--- src/rtl/mem_req_arbiter.sv ---
// rtl/mem_req_arbiter.sv - two-source (I$/D$) miss arbiter in front of a single main-memory port
//
// Purpose:
//   Holds one pending miss per cache, grants one at a time to main memory,
//   waits LATENCY_REQ cycles, issues the request until memory responds, then
//   returns a one-cycle response tagged with the requesting cache. D$ is
//   preferred, but only MAX_DCACHE_GRANTS times in a row while I$ is waiting.
//
// Request info layout (packed): {addr[ADDR_WIDTH-1:0], is_store, data[LINE_WIDTH-1:0]}
//
// Ports:
//   clock_i, reset_i            clock, synchronous active-high reset
//   icache_req_valid_i/info_i   I$ miss pulse and request info
//   dcache_req_valid_i/info_i   D$ miss pulse and request info
//   mm_req_valid_o/info_o       request to main memory, held until response
//   mm_rsp_valid_i              one-cycle memory response pulse
//   mm_rsp_data_i               memory response line
//   mm_rsp_bus_error_i          bus error, qualified by mm_rsp_valid_i
//   rsp_valid_o                 one-cycle response to the core
//   rsp_cache_id_o              0 = I$, 1 = D$
//   rsp_data_o                  response line
//   rsp_bus_error_o             bus error for this response

`ifndef DCACHE_LINE_WIDTH
`define DCACHE_LINE_WIDTH 128
`endif

module mem_req_arbiter #(
  parameter int LATENCY_REQ       = 2,
  parameter int LINE_WIDTH        = `DCACHE_LINE_WIDTH,
  parameter int MAX_DCACHE_GRANTS = 4,
  parameter int ADDR_WIDTH        = 32,
  localparam int REQ_WIDTH        = ADDR_WIDTH + 1 + LINE_WIDTH
) (
  input  logic                  clock_i,
  input  logic                  reset_i,
  input  logic                  icache_req_valid_i,
  input  logic [REQ_WIDTH-1:0]  icache_req_info_i,
  input  logic                  dcache_req_valid_i,
  input  logic [REQ_WIDTH-1:0]  dcache_req_info_i,
  output logic                  mm_req_valid_o,
  output logic [REQ_WIDTH-1:0]  mm_req_info_o,
  input  logic                  mm_rsp_valid_i,
  input  logic [LINE_WIDTH-1:0] mm_rsp_data_i,
  input  logic                  mm_rsp_bus_error_i,
  output logic                  rsp_valid_o,
  output logic                  rsp_cache_id_o,
  output logic [LINE_WIDTH-1:0] rsp_data_o,
  output logic                  rsp_bus_error_o
);

  localparam logic [1:0] S_IDLE  = 2'd0;
  localparam logic [1:0] S_LAT   = 2'd1;
  localparam logic [1:0] S_ISSUE = 2'd2;
  localparam logic [1:0] S_RESP  = 2'd3;

  localparam int              LCW      = (LATENCY_REQ > 1) ? $clog2(LATENCY_REQ) : 1;
  localparam logic [LCW-1:0]  LAT_LAST = LCW'(LATENCY_REQ - 1);
  localparam int              GCW      = $clog2(MAX_DCACHE_GRANTS + 1);
  localparam logic [GCW-1:0]  GNT_MAX  = GCW'(MAX_DCACHE_GRANTS);

  logic [1:0]            state_q, state_d;
  logic                  pend_i_q, pend_i_d;
  logic                  pend_d_q, pend_d_d;
  logic [REQ_WIDTH-1:0]  info_i_q, info_i_d;
  logic [REQ_WIDTH-1:0]  info_d_q, info_d_d;
  logic                  grant_q, grant_d;        // 1 = D$ owns the current transaction
  logic [LCW-1:0]        lat_cnt_q, lat_cnt_d;
  logic [GCW-1:0]        dgrant_cnt_q, dgrant_cnt_d;
  logic [REQ_WIDTH-1:0]  mm_req_info_q, mm_req_info_d;
  logic                  rsp_cache_id_q, rsp_cache_id_d;
  logic [LINE_WIDTH-1:0] rsp_data_q, rsp_data_d;
  logic                  rsp_bus_error_q, rsp_bus_error_d;

  logic in_resp;
  logic acc_i;
  logic acc_d;

  always_comb begin
    state_d         = state_q;
    pend_i_d        = pend_i_q;
    pend_d_d        = pend_d_q;
    info_i_d        = info_i_q;
    info_d_d        = info_d_q;
    grant_d         = grant_q;
    lat_cnt_d       = lat_cnt_q;
    dgrant_cnt_d    = dgrant_cnt_q;
    mm_req_info_d   = mm_req_info_q;
    rsp_cache_id_d  = rsp_cache_id_q;
    rsp_data_d      = rsp_data_q;
    rsp_bus_error_d = rsp_bus_error_q;

    in_resp = (state_q == S_RESP);

    // A source with a pending miss can only post a new one in the cycle its
    // current one is being answered; the new pulse then wins over the clear.
    acc_i = icache_req_valid_i && (!pend_i_q || (in_resp && !grant_q));
    acc_d = dcache_req_valid_i && (!pend_d_q || (in_resp &&  grant_q));

    if (in_resp) begin
      if (grant_q) pend_d_d = 1'b0;
      else         pend_i_d = 1'b0;
    end
    if (acc_i) begin
      pend_i_d = 1'b1;
      info_i_d = icache_req_info_i;
    end
    if (acc_d) begin
      pend_d_d = 1'b1;
      info_d_d = dcache_req_info_i;
    end

    case (state_q)
      S_IDLE: begin
        if (pend_i_q || pend_d_q) begin
          state_d   = S_LAT;
          lat_cnt_d = '0;
          if (pend_d_q && (!pend_i_q || dgrant_cnt_q < GNT_MAX)) begin
            grant_d = 1'b1;
            // Only back-to-back D$ wins over a waiting I$ count towards the cap;
            // the guard above keeps the increment from passing GNT_MAX.
            dgrant_cnt_d = pend_i_q ? dgrant_cnt_q + GCW'(1) : '0;
          end else begin
            grant_d      = 1'b0;
            dgrant_cnt_d = '0;
          end
        end
      end
      S_LAT: begin
        if (lat_cnt_q == LAT_LAST) begin
          state_d       = S_ISSUE;
          mm_req_info_d = grant_q ? info_d_q : info_i_q;
        end else begin
          lat_cnt_d = lat_cnt_q + LCW'(1);
        end
      end
      S_ISSUE: begin
        if (mm_rsp_valid_i) begin
          state_d         = S_RESP;
          rsp_data_d      = mm_rsp_data_i;
          rsp_bus_error_d = mm_rsp_bus_error_i;
          rsp_cache_id_d  = grant_q;
        end
      end
      default: begin
        state_d = S_IDLE;
      end
    endcase
  end

  always_ff @(posedge clock_i) begin
    if (reset_i) begin
      state_q         <= S_IDLE;
      pend_i_q        <= 1'b0;
      pend_d_q        <= 1'b0;
      info_i_q        <= '0;
      info_d_q        <= '0;
      grant_q         <= 1'b0;
      lat_cnt_q       <= '0;
      dgrant_cnt_q    <= '0;
      mm_req_info_q   <= '0;
      rsp_cache_id_q  <= 1'b0;
      rsp_data_q      <= '0;
      rsp_bus_error_q <= 1'b0;
    end else begin
      state_q         <= state_d;
      pend_i_q        <= pend_i_d;
      pend_d_q        <= pend_d_d;
      info_i_q        <= info_i_d;
      info_d_q        <= info_d_d;
      grant_q         <= grant_d;
      lat_cnt_q       <= lat_cnt_d;
      dgrant_cnt_q    <= dgrant_cnt_d;
      mm_req_info_q   <= mm_req_info_d;
      rsp_cache_id_q  <= rsp_cache_id_d;
      rsp_data_q      <= rsp_data_d;
      rsp_bus_error_q <= rsp_bus_error_d;
    end
  end

  assign mm_req_valid_o  = (state_q == S_ISSUE);
  assign mm_req_info_o   = mm_req_info_q;
  assign rsp_valid_o     = (state_q == S_RESP);
  assign rsp_cache_id_o  = rsp_cache_id_q;
  assign rsp_data_o      = rsp_data_q;
  assign rsp_bus_error_o = rsp_bus_error_q;

endmodule

--- config.mk ---
export PLATFORM = sky130hd
export DESIGN_NAME = mem_req_arbiter
export DESIGN_NICKNAME = d
export VERILOG_FILES = /design/src/rtl/mem_req_arbiter.sv
export SDC_FILE = /design/constraint.sdc
export NUM_CORES = 1
export LEC_CHECK = 0
export BUFFER_PORTS_ARGS = -buffer_cell sky130_fd_sc_hd__buf_2
export CORE_AREA = 2 2 295 297
export DETAILED_ROUTE_END_ITERATION = 6
export DIE_AREA = 0 0 297 299
export PLACE_DENSITY_LB_ADDON = 0.25
export SETUP_SLACK_MARGIN = 0.1
export SKIP_LAST_GASP = 1
export SYNTH_ARGS = -nofsm -noshare
export SYNTH_HDL_FRONTEND = slang
export SYNTH_SLANG_ARGS = --single-unit
--- constraint.sdc ---
create_clock -name clock_i -period 1.8 [get_ports clock_i]
set_input_delay 0.27 -clock clock_i [delete_from_list [all_inputs] [get_ports clock_i]]
set_output_delay 0.27 -clock clock_i [all_outputs]
set_load 0.02 [all_outputs]
-- Word-level counts from Yosys, hierarchy flattened
Cells that the tools add are included.
- order comparisons: 1
- reduce and logical (&&, ||, !) cells: 24
- equal/unequal tests: 7
- mux-type cells: 17
- $add $sub $neg: 2
- operators by type and width (kind ; number):
    two-way mux 161 bit ; 1
    AND reduction 2 bit ; 6
    two-way mux 1 bit ; 9
    nonzero test 2 bit ; 4
    two-way mux 2 bit ; 3
    two-way mux 3 bit ; 2
    one-hot mux 2 bit (3 select lines) ; 1
    logical AND 1 bit ; 5
    equality test 2 bit, second input constant ; 2
    logical OR 1 bit ; 4
    inequality test 2 x 1 -> 1 bit, second input constant ; 2
    inequality test 2 bit, second input constant ; 2
    adder 3 x 1 -> 3 bit, second input constant ; 1
    zero test 1 bit ; 3
    < comparator 3 bit, second input constant ; 1
    AND reduction 3 bit ; 1
    equality test 2 x 1 -> 1 bit, second input constant ; 1
    zero test 2 bit ; 1
    one-hot mux 1 bit (2 select lines) ; 1
    adder 1 bit, second input constant ; 1
- logic and storage cells: 63
- output and inout port bits: 293
- register bits after elaboration: 622
- input bits: 456

-- Longest topological paths before layout
Gate-level depths: netlist (run 1).
- depth in word-level cells: 6
- mapped depth: 8

-- Least setup slack after synthesis (run 1)
No wires, ideal clock.
- path kind: register -> register
- from: reg state_q[0]
- to: reg info_i_q[100]
- stages on the path, launching flop included: 8
- slack: 0.176 ns
- period minus slack after synthesis: 1.624 ns
- setup time: 0.072 ns
- path buffers: 3
- arrival: 1.552 ns
- path through: dfxtp_1 > ha_1 > nand2b_1 > a21boi_1 > buf_4 > buf_6 > buf_6 > mux2i_1
- word-level cells in the longest chain between the ends: 4
- ends and longest elaborated chain (element ; line ; source):
    from (decl) ; 62 ; logic [1:0] state_q, state_d;
    from (signal assigned) ; 166 ; state_q <= state_d;
    equality test 2 bit ; -- ;
    net rsp_valid_o ; 46 ; output logic rsp_valid_o,
    logical AND 1 bit ; 97 ; acc_i = icache_req_valid_i && (!pend_i_q || (in_resp && !grant_q));
    logical OR 1 bit ; 97 ;
    logical AND 1 bit ; 97 ;
    to (signal assigned) ; 169 ; info_i_q <= info_i_d;
    to (decl) ; 65 ; logic [REQ_WIDTH-1:0] info_i_q, info_i_d;
The timed path passes the listed nets, and every way through them passes these cells.
A chain may end at the register's enable or synchronous reset.

-- Worst setup path after layout (run 1)
- from: reg state_q[1]
- to: reg info_i_q[141]
- word-level cells in the longest chain between the ends: 4
- ends and longest elaborated chain (element ; line ; source):
    equality test 2 bit ; 93 ; in_resp = (state_q == S_RESP);
    logical AND 1 bit ; 97 ;
    logical OR 1 bit ; 97 ;
    logical AND 1 bit ; 97 ;
No other way between the ends.

==> impl_metrics.csv, run 1 <==
group,metric,value,unit
power_and_ir_drop,power_frac_comb,21.9,%
place,dp.cells,4503,
clocking,clock_path_buffers,3,
timing,setup_viol,0,
synthesis,synth_area_per_cell,9.621,um2
worst_setup_path,cpPeakStageDelay,0.38,ns
layout,fillCellCount,8215,
synthesis,yosysTopAreaCell,"dfxtp_1",
layout,final_nets,4375,
floorplan,ios,749,
worst_setup_path,cp-end-kind,"flop",
layout,drive_gt1_share,25.82,%
floorplan,start_util,30.54,%
clocking,cts.sinks,622,
global_routing,antenna_found_initial,11,
synthesis,synth_top_cell_area_share,47.44,%
min_path,hp-class,"primary input to flop",
worst_setup_path,worstPathRequired,2.31,ns
flow_run,cap_violations,0,
run_status,status,"complete, no violations",
synthesis,yosysWarnings,0,
clocking,cts.root.buffer_cell,"clkbuf_16",
floorplan,die_x,297,um
layout,syn2layout_area_growth,49.83,%
route,drc,0,
synthesis,postSynthCellCount,2728,
clocking,cts_tree,"done",
timing,fin_skew,0.02538,ns
synthesis,synthesis.area,26250,um2
timing,tightestPinTransition,0.5901,ns
timing,max-slew-margin-rel,60.66,%
worst_setup_path,crit_fanout,10,
layout,final_cells,5134,
timing,maxSlewViolCount,0,
global_routing,grt_usage,19.01,%
worst_setup_path,cp.arrival,2.18,ns
power_and_ir_drop,power.internal,0.02836,W
floorplan,die_h,299,um
place,dp_hpwl,60470,um
worst_setup_path,cp_common_cell,"buf_12",
route,vias,22920,
worst_setup_path,startpoint_type,"flop",
power_and_ir_drop,pwr-share-clk,38.7,%
worst_setup_path,cp_slowest_cell,"dfxtp_2",
power_and_ir_drop,p_sw_share,28.91,%
power_and_ir_drop,leakage,16.24,nW
timing,finalCritPeriodShare,93.14,%
global_routing,grt_max_degree,110,
power_and_ir_drop,power_switching,0.01153,W
route,wl,89780,um
timing,period_minus_slack,1.677,ns
clocking,clk_latency,0.61,ns
synthesis,synth_area_leaders,"dfxtp_1 47%, mux2i_1 18%, nand2b_1 15%",
timing,hold_viol,0,
worst_setup_path,path_cells,"ha_2 > nand2b_1 > a21boi_4 > buf_4 > buf_12 > buf_12 > mux2i_2",
route,drtAntennaViolNets,0,
floorplan,row_count,108,
route,dr.pass1.iters,5,
route,viasPerCell,4.464,
layout,final_cell_mix,"745 x buf_2, 649 x nand2b_1, 619 x dfxtp_1, 483 x mux2i_1, 450 x dlygate4sd3_1",
clocking,htreeDepth,3,
floorplan,coreArea,85940,um2
place,gp_congestion,0.8542,
worst_setup_path,path_class,"flop to flop",
place,portBuffers,748,
route,wl_per_cell,17.49,um
power_and_ir_drop,power_density,1014,nW/um2
global_routing,grt_pass1_wl,133000,um
timing,grt_setup_unrepaired,"true",
route,drt_first_iter_violations,1036,
timing,setup-tns-final,0,ns
power_and_ir_drop,seq_power_share,39.5,%
layout,mostFrequentLayoutCell,"buf_2",
synthesis,synth_seq_cells,622,
clocking,clkSlewWorstSetupHoldPaths,0.06,ns
floorplan,dieArea,88800,um2
clocking,cts_made_buffers,74,
global_routing,grt_overflow_total,0,
timing,fmax,596.5,MHz
synthesis,syn_nets,3189,
power_and_ir_drop,vdd_drop_max,0.0006693,V
synthesis,yosysUniqueCellTypes,27,
global_routing,grt_pass1_vias,23040,
synthesis,ys_seq_area_share,47.44,%
worst max-delay path: cells and delay by family (launching register included):
family | cells | cell delay, ns
AO/OA/AOI/OAI | 1 | 0.16
adder cells (fa/ha/maj) | 1 | 0.23
buffers and inverters | 3 | 0.46
AND/OR/NAND/NOR | 1 | 0.11
flip-flops | 1 | 0.38
multiplexers | 1 | 0.23
through the flow:
stage	area, um2	util [%]	hold WS (ns)	total power [W]	worst slack, ns
floorplan	26250	-	0.3874	0.02075	0.1764
global placement	31670	36.85	0.4398	0.02362	0.08545
detailed placement	31670	36.85	0.4432	0.02367	0.03973
CTS	38760	45.10	0.004894	0.04017	0.07827
global route	39320	45.75	0.01028	0.04181	0.04940
finish	39320	45.76	0.04821	0.03989	0.1235
registers in the layout (all words and copies together) (netlist names):
| signal | flops |
|---|---|
| info_d_q | 161 |
| info_i_q | 161 |
| mm_req_info_o | 161 |
| rsp_data_o | 128 |
| dgrant_cnt_q | 3 |
| state_q | 2 |
| grant_q | 1 |
| lat_cnt_q | 1 |
| pend_d_q | 1 |
| pend_i_q | 1 |
| rsp_bus_error_o | 1 |
| rsp_cache_id_o | 1 |
routing by layer:
layer  global-route usage (%)  routed length (um)  up-vias
li1                         -                   -    11480
met1                    23.32               38340    10580
met2                    31.53               42420      664
met3                    4.471                5208      198
met4                    8.886                3791        4
met5                        0                  27        -
final timing paths:
kind / startpoint / end / slack, ns / depth (start not counted)
hold / removal: icache_req_info_i[130] / info_i_q[130] / 0.05 / 3
setup reg to reg: state_q[1] / info_i_q[141] / 0.12 / 7
hold reg to reg: rsp_data_o[8] / rsp_data_o[8] / 0.45 / 2
setup / recovery: state_q[1] / info_i_q[141] / 0.12 / 7
Yosys cell counts:
master,n
o21ai_0,1
nand2_1,263
buf_4,27
nand2b_1,649
o21a_1,1
buf_1,9
ha_1,5
and2_1,2
nor3_1,1
or3b_1,1
a21boi_2,1
a22oi_1,2
buf_8,1
buf_2,40
mux2i_1,485
a21oi_1,133
and3_1,1
a21boi_1,1
nor2b_1,1
a211oi_1,161
inv_1,2
and4b_1,1
dfxtp_1,622
buf_6,27
a32oi_1,1
nor2_1,170
clkbuf_1,120
what timing repair did:
action                                 4_1_cts  5_1_grt
buffers inserted                             6       26
setup endpoints to repair                  123      198
endpoints found under the hold margin      450        0
pin swaps                                    1        2
gates cloned                                 0        8
resized for setup                            8       24
hold buffers                               450        0
power groups by stage:
| stage | Sequential [W] | Clock, W | Combinational [W] |
|---|---|---|---|
| final | 0.0158 | 0.0154 | 0.00872 |
| after global routing | 0.0159 | 0.0165 | 0.00941 |
| after CTS | 0.0157 | 0.0159 | 0.00852 |
| after detailed placement | 0.0160 | 0 | 0.00764 |
| after global placement | 0.0160 | 0 | 0.00761 |
| after floorplan | 0.0167 | 0 | 0.00407 |
logic make-up after synthesis:
kind of cell / share of synthesized area, %
AO/OA/AOI/OAI: 7.351
adder cells (fa/ha/maj): 0.2384
buffers and inverters: 4.624
flip-flops: 47.44
multiplexers: 18.50
AND/OR/NAND/NOR: 21.85
cell type report:
cell class / count / area (um2) / share of cell area [%]
antenna: 9 / 22.52 / 0.05727
clock buffer: 107 / 2168 / 5.514
clock inverter: 25 / 339.1 / 0.8623
inverter: 2 / 7.507 / 0.01909
multi-input combinational: 1880 / 12690 / 32.26
sequential: 622 / 12460 / 31.68
tap: 1155 / 1445 / 3.675
timing repair buffer: 1334 / 10200 / 25.93
(Power assumes the default switching activity.)
==> run 2, diff against run 1 <==
--- a/config.mk
+++ b/config.mk
@@ -9,7 +9,7 @@
 export CORE_AREA = 2 2 295 297
 export DETAILED_ROUTE_END_ITERATION = 6
 export DIE_AREA = 0 0 297 299
-export PLACE_DENSITY_LB_ADDON = 0.25
+export PLACE_DENSITY = 0.55
 export SETUP_SLACK_MARGIN = 0.1
 export SKIP_LAST_GASP = 1
 export SYNTH_ARGS = -nofsm -noshare
==> run 2 against run 1 <==
Die area stayed put; fmax is 2.4% lower; core utilization is 0.35 points higher; sequential cell count stayed put; register-to-register slack better by 0.03 ns; final area is 0.76% higher; power is 0.85% lower; global-route usage is 0.16 points higher; combinational power is 4.7% higher; first-iteration DRC count is 11% higher; clock power is 5% lower; largest cell class unchanged; largest power group unchanged; highest routed layer unchanged.
==> impl_metrics.csv, run 2 (synthesis results as in run 1) <==
group,metric,value,unit
power_and_ir_drop,p_sw_share,29.78,%
place,dp_hpwl,60980,um
floorplan,die_h,299,um
power_and_ir_drop,vdd_drop_max,0.0007718,V
power_and_ir_drop,power.internal,0.02777,W
power_and_ir_drop,power_density,998.1,nW/um2
clocking,clkSlewWorstSetupHoldPaths,0.06,ns
clocking,cts_made_buffers,73,
power_and_ir_drop,power_frac_comb,23.1,%
clocking,cts.root.buffer_cell,"clkbuf_16",
power_and_ir_drop,seq_power_share,39.9,%
layout,syn2layout_area_growth,50.97,%
place,place_area,31550,um2
worst_setup_path,cp_common_cell,"buf_6",
layout,drive_gt1_share,26.14,%
layout,fin_area,39620,um2
timing,hold_viol,0,
global_routing,grt_usage,19.17,%
timing,tightestPinTransition,0.5552,ns
route,viasPerCell,4.498,
worst_setup_path,cp-end-kind,"primary output",
floorplan,die_x,297,um
timing,worst_slack,0.08232,ns
power_and_ir_drop,leakage,16.31,nW
worst_setup_path,path_class,"flop to primary output",
global_routing,grt_pass1_wl,132900,um
route,wl_per_cell,18.22,um
timing,max-slew-margin-rel,62.99,%
route,drc,0,
clocking,cts_tree,"done",
global_routing,grt_overflow_total,0,
worst_setup_path,worstPathRequired,1.53,ns
clocking,clock_path_buffers,3,
route,drt_first_iter_violations,1150,
floorplan,coreArea,85940,um2
route,wl,93370,um
min_path,hp-class,"primary input to flop",
timing,fmax,582.2,MHz
worst_setup_path,cp_slowest_cell,"dfxtp_4",
worst_setup_path,cp.arrival,1.45,ns
layout,post-route-util,46.10,%
floorplan,row_count,108,
place,dp_worst_setup_slack,0.06321,ns
global_routing,antenna_found_initial,18,
min_path,hold_path_depth,3,
route,drtAntennaViolNets,0,
power_and_ir_drop,pwr-share-clk,37.0,%
layout,mostFrequentLayoutCell,"buf_2",
clocking,cts.sinks,622,
floorplan,start_util,30.54,%
timing,finalCritPeriodShare,95.43,%
power_and_ir_drop,power_switching,0.01178,W
global_routing,grt_pass1_vias,22560,
timing,fin_skew,0.02284,ns
global_routing,grt_max_degree,110,
place,gp_congestion,0.8446,
worst_setup_path,crit_fanout,4,
place,portBuffers,748,
flow_run,cap_violations,0,
layout,final_nets,4373,
timing,setup_viol,0,
worst_setup_path,startpoint_type,"flop",
timing,setup-tns-final,0,ns
worst_setup_path,path_cells,"inv_4 > ha_4 > buf_6 > buf_6",
floorplan,dieArea,88800,um2
clocking,htreeDepth,3,
clocking,clk_latency,0.62,ns
layout,final_cell_mix,"745 x buf_2, 648 x nand2b_1, 619 x dfxtp_1, 485 x mux2i_1, 450 x dlygate4sd3_1",
layout,fillCellCount,8143,
timing,maxSlewViolCount,0,
worst_setup_path,cpPeakStageDelay,0.39,ns
timing,grt_setup_unrepaired,"true",
run_status,status,"complete, no violations",
timing,period_minus_slack,1.718,ns
worst_setup_path,reg2reg_depth,7,
route,dr.pass1.iters,5,
floorplan,ios,749,
route,vias,23050,
[run 2: cell types whose count changed in the layout (fill, tap and decap cells not counted), moves of 3 or more]
cell       previous run  this run
clkinv_2              9         6
buf_12               48        41
a211oi_1            151       133
a211oi_2             10        28
bufinv_16             6         1
clkbuf_16            84        92
buf_4                71        51
buf_16                8        16
buf_6                 3         6
buf_8                 1         4
[run 2: layer usage]
layer / up-vias / track usage, % / wire length (um)
li1: 11460 / - / -
met1: 10670 / 22.88 / 39240
met2: 687 / 32.29 / 44650
met3: 217 / 4.457 / 5083
met4: 18 / 9.644 / 4292
met5: - / 0 / 112
[run 2: final cells by class]
class	count	area [um2]	area share, %
timing repair buffer	1333	10520	26.55
clock inverter	17	220.2	0.5558
multi-input combinational	1880	12800	32.30
antenna	9	22.52	0.05684
tap	1155	1445	3.647
clock buffer	106	2142	5.406
sequential	622	12460	31.45
inverter	2	10.01	0.02526
[run 2: power groups by stage]
stage	Clock, W	Sequential, W	Combinational [W]
after CTS	0.0152	0.0157	0.00869
after detailed placement	0	0.0160	0.00761
after floorplan	0	0.0167	0.00407
final	0.0147	0.0158	0.00913
after global routing	0.0157	0.0159	0.00978
after global placement	0	0.0160	0.00758
[run 2: path summary, 6_finish.rpt]
path | from | endpoint | slack, ns
worst max register to register | state_q[1] | mm_req_info_o[85] | 0.15
worst max-delay path | state_q[0] | mm_req_valid_o | 0.08
worst min register to register | rsp_data_o[5] | rsp_data_o[5] | 0.45
worst min-delay path | icache_req_info_i[146] | info_i_q[146] | 0.02
[run 2: timing repair]
| item | in CTS | in global routing |
|---|---|---|
| endpoints found under the hold margin | 450 | 0 |
| hold buffers | 450 | 0 |
| buffers inserted | 7 | 17 |
| setup endpoints to repair | 123 | 349 |
| cloned | 5 | 20 |
| pin swaps | 3 | 4 |
| resized for setup | 23 | 48 |
[run 2: metrics by stage]
| step | total power (W) | hold slack [ns] | instances |
|---|---|---|---|
| 2_1_floorplan | 0.02075 | 0.3874 | 2728 |
| 3_3_place_gp | 0.02358 | 0.4396 | 4493 |
| 3_5_place_dp | 0.02363 | 0.4430 | 4493 |
| 4_1_cts | 0.03960 | 0.01130 | 5078 |
| 5_1_grt | 0.04142 | 0.03181 | 5124 |
| 6_report | 0.03955 | 0.01569 | 5124 |
[run 2: worst max-delay path, delay by kind of cell (launching register included)]
family / cells / cell delay, ns
fa+ha+maj: 1 / 0.16
buf+inv: 3 / 0.28
flops: 1 / 0.39
==> run 3, diff against run 2 <==
--- a/config.mk
+++ b/config.mk
@@ -7,6 +7,7 @@
 export LEC_CHECK = 0
 export BUFFER_PORTS_ARGS = -buffer_cell sky130_fd_sc_hd__buf_2
 export CORE_AREA = 2 2 295 297
+export CTS_BUF_LIST = sky130_fd_sc_hd__clkbuf_8
 export DETAILED_ROUTE_END_ITERATION = 6
 export DIE_AREA = 0 0 297 299
 export PLACE_DENSITY = 0.55
==> run 3 against run 2 <==
Combinational power fell by 3.6%; clock power shrank 3%; sequential cell count stayed put; cell count rose by 1.5%; final area decreased by 1.0%.
==> impl_metrics.csv, run 3 (synthesis results as in run 1) <==
group,metric,value,unit
floorplan,ios,749,
timing,maxSlewViolCount,0,
floorplan,start_util,30.54,%
global_routing,grt_max_degree,110,
layout,mostFrequentLayoutCell,"buf_2",
clocking,cts.sinks,622,
route,viasPerCell,4.460,
floorplan,dieArea,88800,um2
timing,fmax,565.0,MHz
layout,final_nets,4400,
layout,post-route-util,45.63,%
power_and_ir_drop,leakage,16.37,nW
global_routing,grt_overflow_total,0,
place,dp.cells,4493,
worst_setup_path,r2r_end,"mm_req_info_o[47]",
timing,setup-tns-final,0,ns
worst_setup_path,worstPathRequired,1.53,ns
timing,max-slew-margin-rel,60.73,%
clocking,htreeDepth,3,
clocking,cts_tree,"done",
timing,finalCritPeriodShare,98.33,%
global_routing,grt_pass1_vias,23020,
route,drtAntennaViolNets,0,
global_routing,grt_usage,19.14,%
route,vias,23190,
place,gp_congestion,0.8446,
clocking,cts_made_buffers,111,
layout,final_cell_mix,"743 x buf_2, 649 x nand2b_1, 618 x dfxtp_1, 485 x mux2i_1, 455 x dlygate4sd3_1",
floorplan,die_h,299,um
timing,setup_viol,0,
global_routing,grt_pass1_wl,133300,um
run_status,status,"complete, no violations",
route,drt_first_iter_violations,1102,
power_and_ir_drop,power_density,989.5,nW/um2
power_and_ir_drop,power,0.03880,W
flow_run,cap_violations,0,
timing,hold_viol,0,
global_routing,antenna_found_initial,22,
worst_setup_path,cp-end-kind,"primary output",
route,wl,91260,um
worst_setup_path,reg2reg_depth,7,
layout,syn2layout_area_growth,49.41,%
route,drc,0,
min_path,hp-start,"mm_rsp_data_i[50]",
timing,grt_setup_unrepaired,"true",
worst_setup_path,path_class,"flop to primary output",
clocking,clk_latency,0.73,ns
floorplan,coreArea,85940,um2
min_path,hold_end,"rsp_data_o[50]",
route,dr.pass1.iters,5,
min_path,hold_path_depth,4,
worst_setup_path,rrSetupSlack,0.09,ns
route,wl_per_cell,17.55,um
clocking,clock_path_buffers,3,
timing,fin_skew,0.04787,ns
layout,drive_gt1_share,26.26,%
floorplan,die_x,297,um
place,portBuffers,748,
min_path,hp-class,"primary input to flop",
worst_setup_path,reg2reg_from,"state_q[1]",
timing,period_minus_slack,1.770,ns
clocking,cts.root.buffer_cell,"clkbuf_8",
timing,tightestPinTransition,0.5891,ns
worst_setup_path,cp.arrival,1.50,ns
layout,final_cells,5200,
worst_setup_path,crit_fanout,4,
worst_setup_path,startpoint_type,"flop",
power_and_ir_drop,vdd_drop_max,0.0006334,V
clocking,clkSlewWorstSetupHoldPaths,0.06,ns
place,dp_hpwl,60980,um
floorplan,row_count,108,
run 3: per-layer routing:
metal / global-route usage [%] / vias up / routed length [um] / part of all wire (%)
met5: 0 / - / 126 / 0.14
met4: 9.295 / 20 / 4294 / 4.7
met3: 5.118 / 241 / 5629 / 6.2
met2: 32.24 / 717 / 43250 / 47
met1: 22.54 / 10650 / 37960 / 42
li1: - / 11560 / - / -
run 3: metrics by stage:
| stage | worst slack, ns | hold WS (ns) | cell area (um2) |
|---|---|---|---|
| after floorplan | 0.1764 | 0.3874 | 26250 |
| after global placement | 0.1080 | 0.4396 | 31550 |
| after detailed placement | 0.06321 | 0.4430 | 31550 |
| after CTS | -0.07930 | 0.2245 | 38830 |
| after global routing | -0.07951 | 0.2644 | 39220 |
| final | 0.03004 | 0.3235 | 39220 |
run 3: repair_timing:
item / CTS / global route
hold endpoints to repair: 466 / 0
setup endpoints to repair: 59 / 291
setup buffers: 7 / 14
hold buffers: 455 / 0
resized for setup: 18 / 14
gates cloned: 4 / 8
pin swaps: 1 / 2
run 3: worst max-delay path, cell delays in order, from the launching register on:
cell and delay, ns:
dfxtp_4 0.37, inv_4 0.04, ha_4 0.16, buf_6 0.11, buf_6 0.12
run 3: power by group:
group          total, W  switching (W)  internal, W
Sequential       0.0157       0.000713       0.0150
Clock            0.0143        0.00632      0.00794
Combinational   0.00880        0.00472      0.00408
Total            0.0388         0.0117       0.0271
run 3: worst max-delay path by stage:
stage / from / to / slack, ns / depth (start not counted)
floorplan: state_q[0] / info_i_q[100] / 0.18 / 7
global placement: state_q[0] / info_i_q[34] / 0.11 / 6
detailed placement: state_q[0] / info_i_q[7] / 0.06 / 6
CTS: state_q[0] / mm_req_valid_o / -0.08 / 4
global route: state_q[0] / mm_req_valid_o / -0.08 / 4
finish: state_q[0] / mm_req_valid_o / 0.03 / 4
run 3: final cells by class:
class	count	area (um2)
clock buffer	157	2161
multi-input combinational	1880	12630
inverter	2	10.01
antenna	12	30.03
timing repair buffer	1322	10160
clock inverter	50	314.1
tap	1155	1445
sequential	622	12460
fill	8226	46730
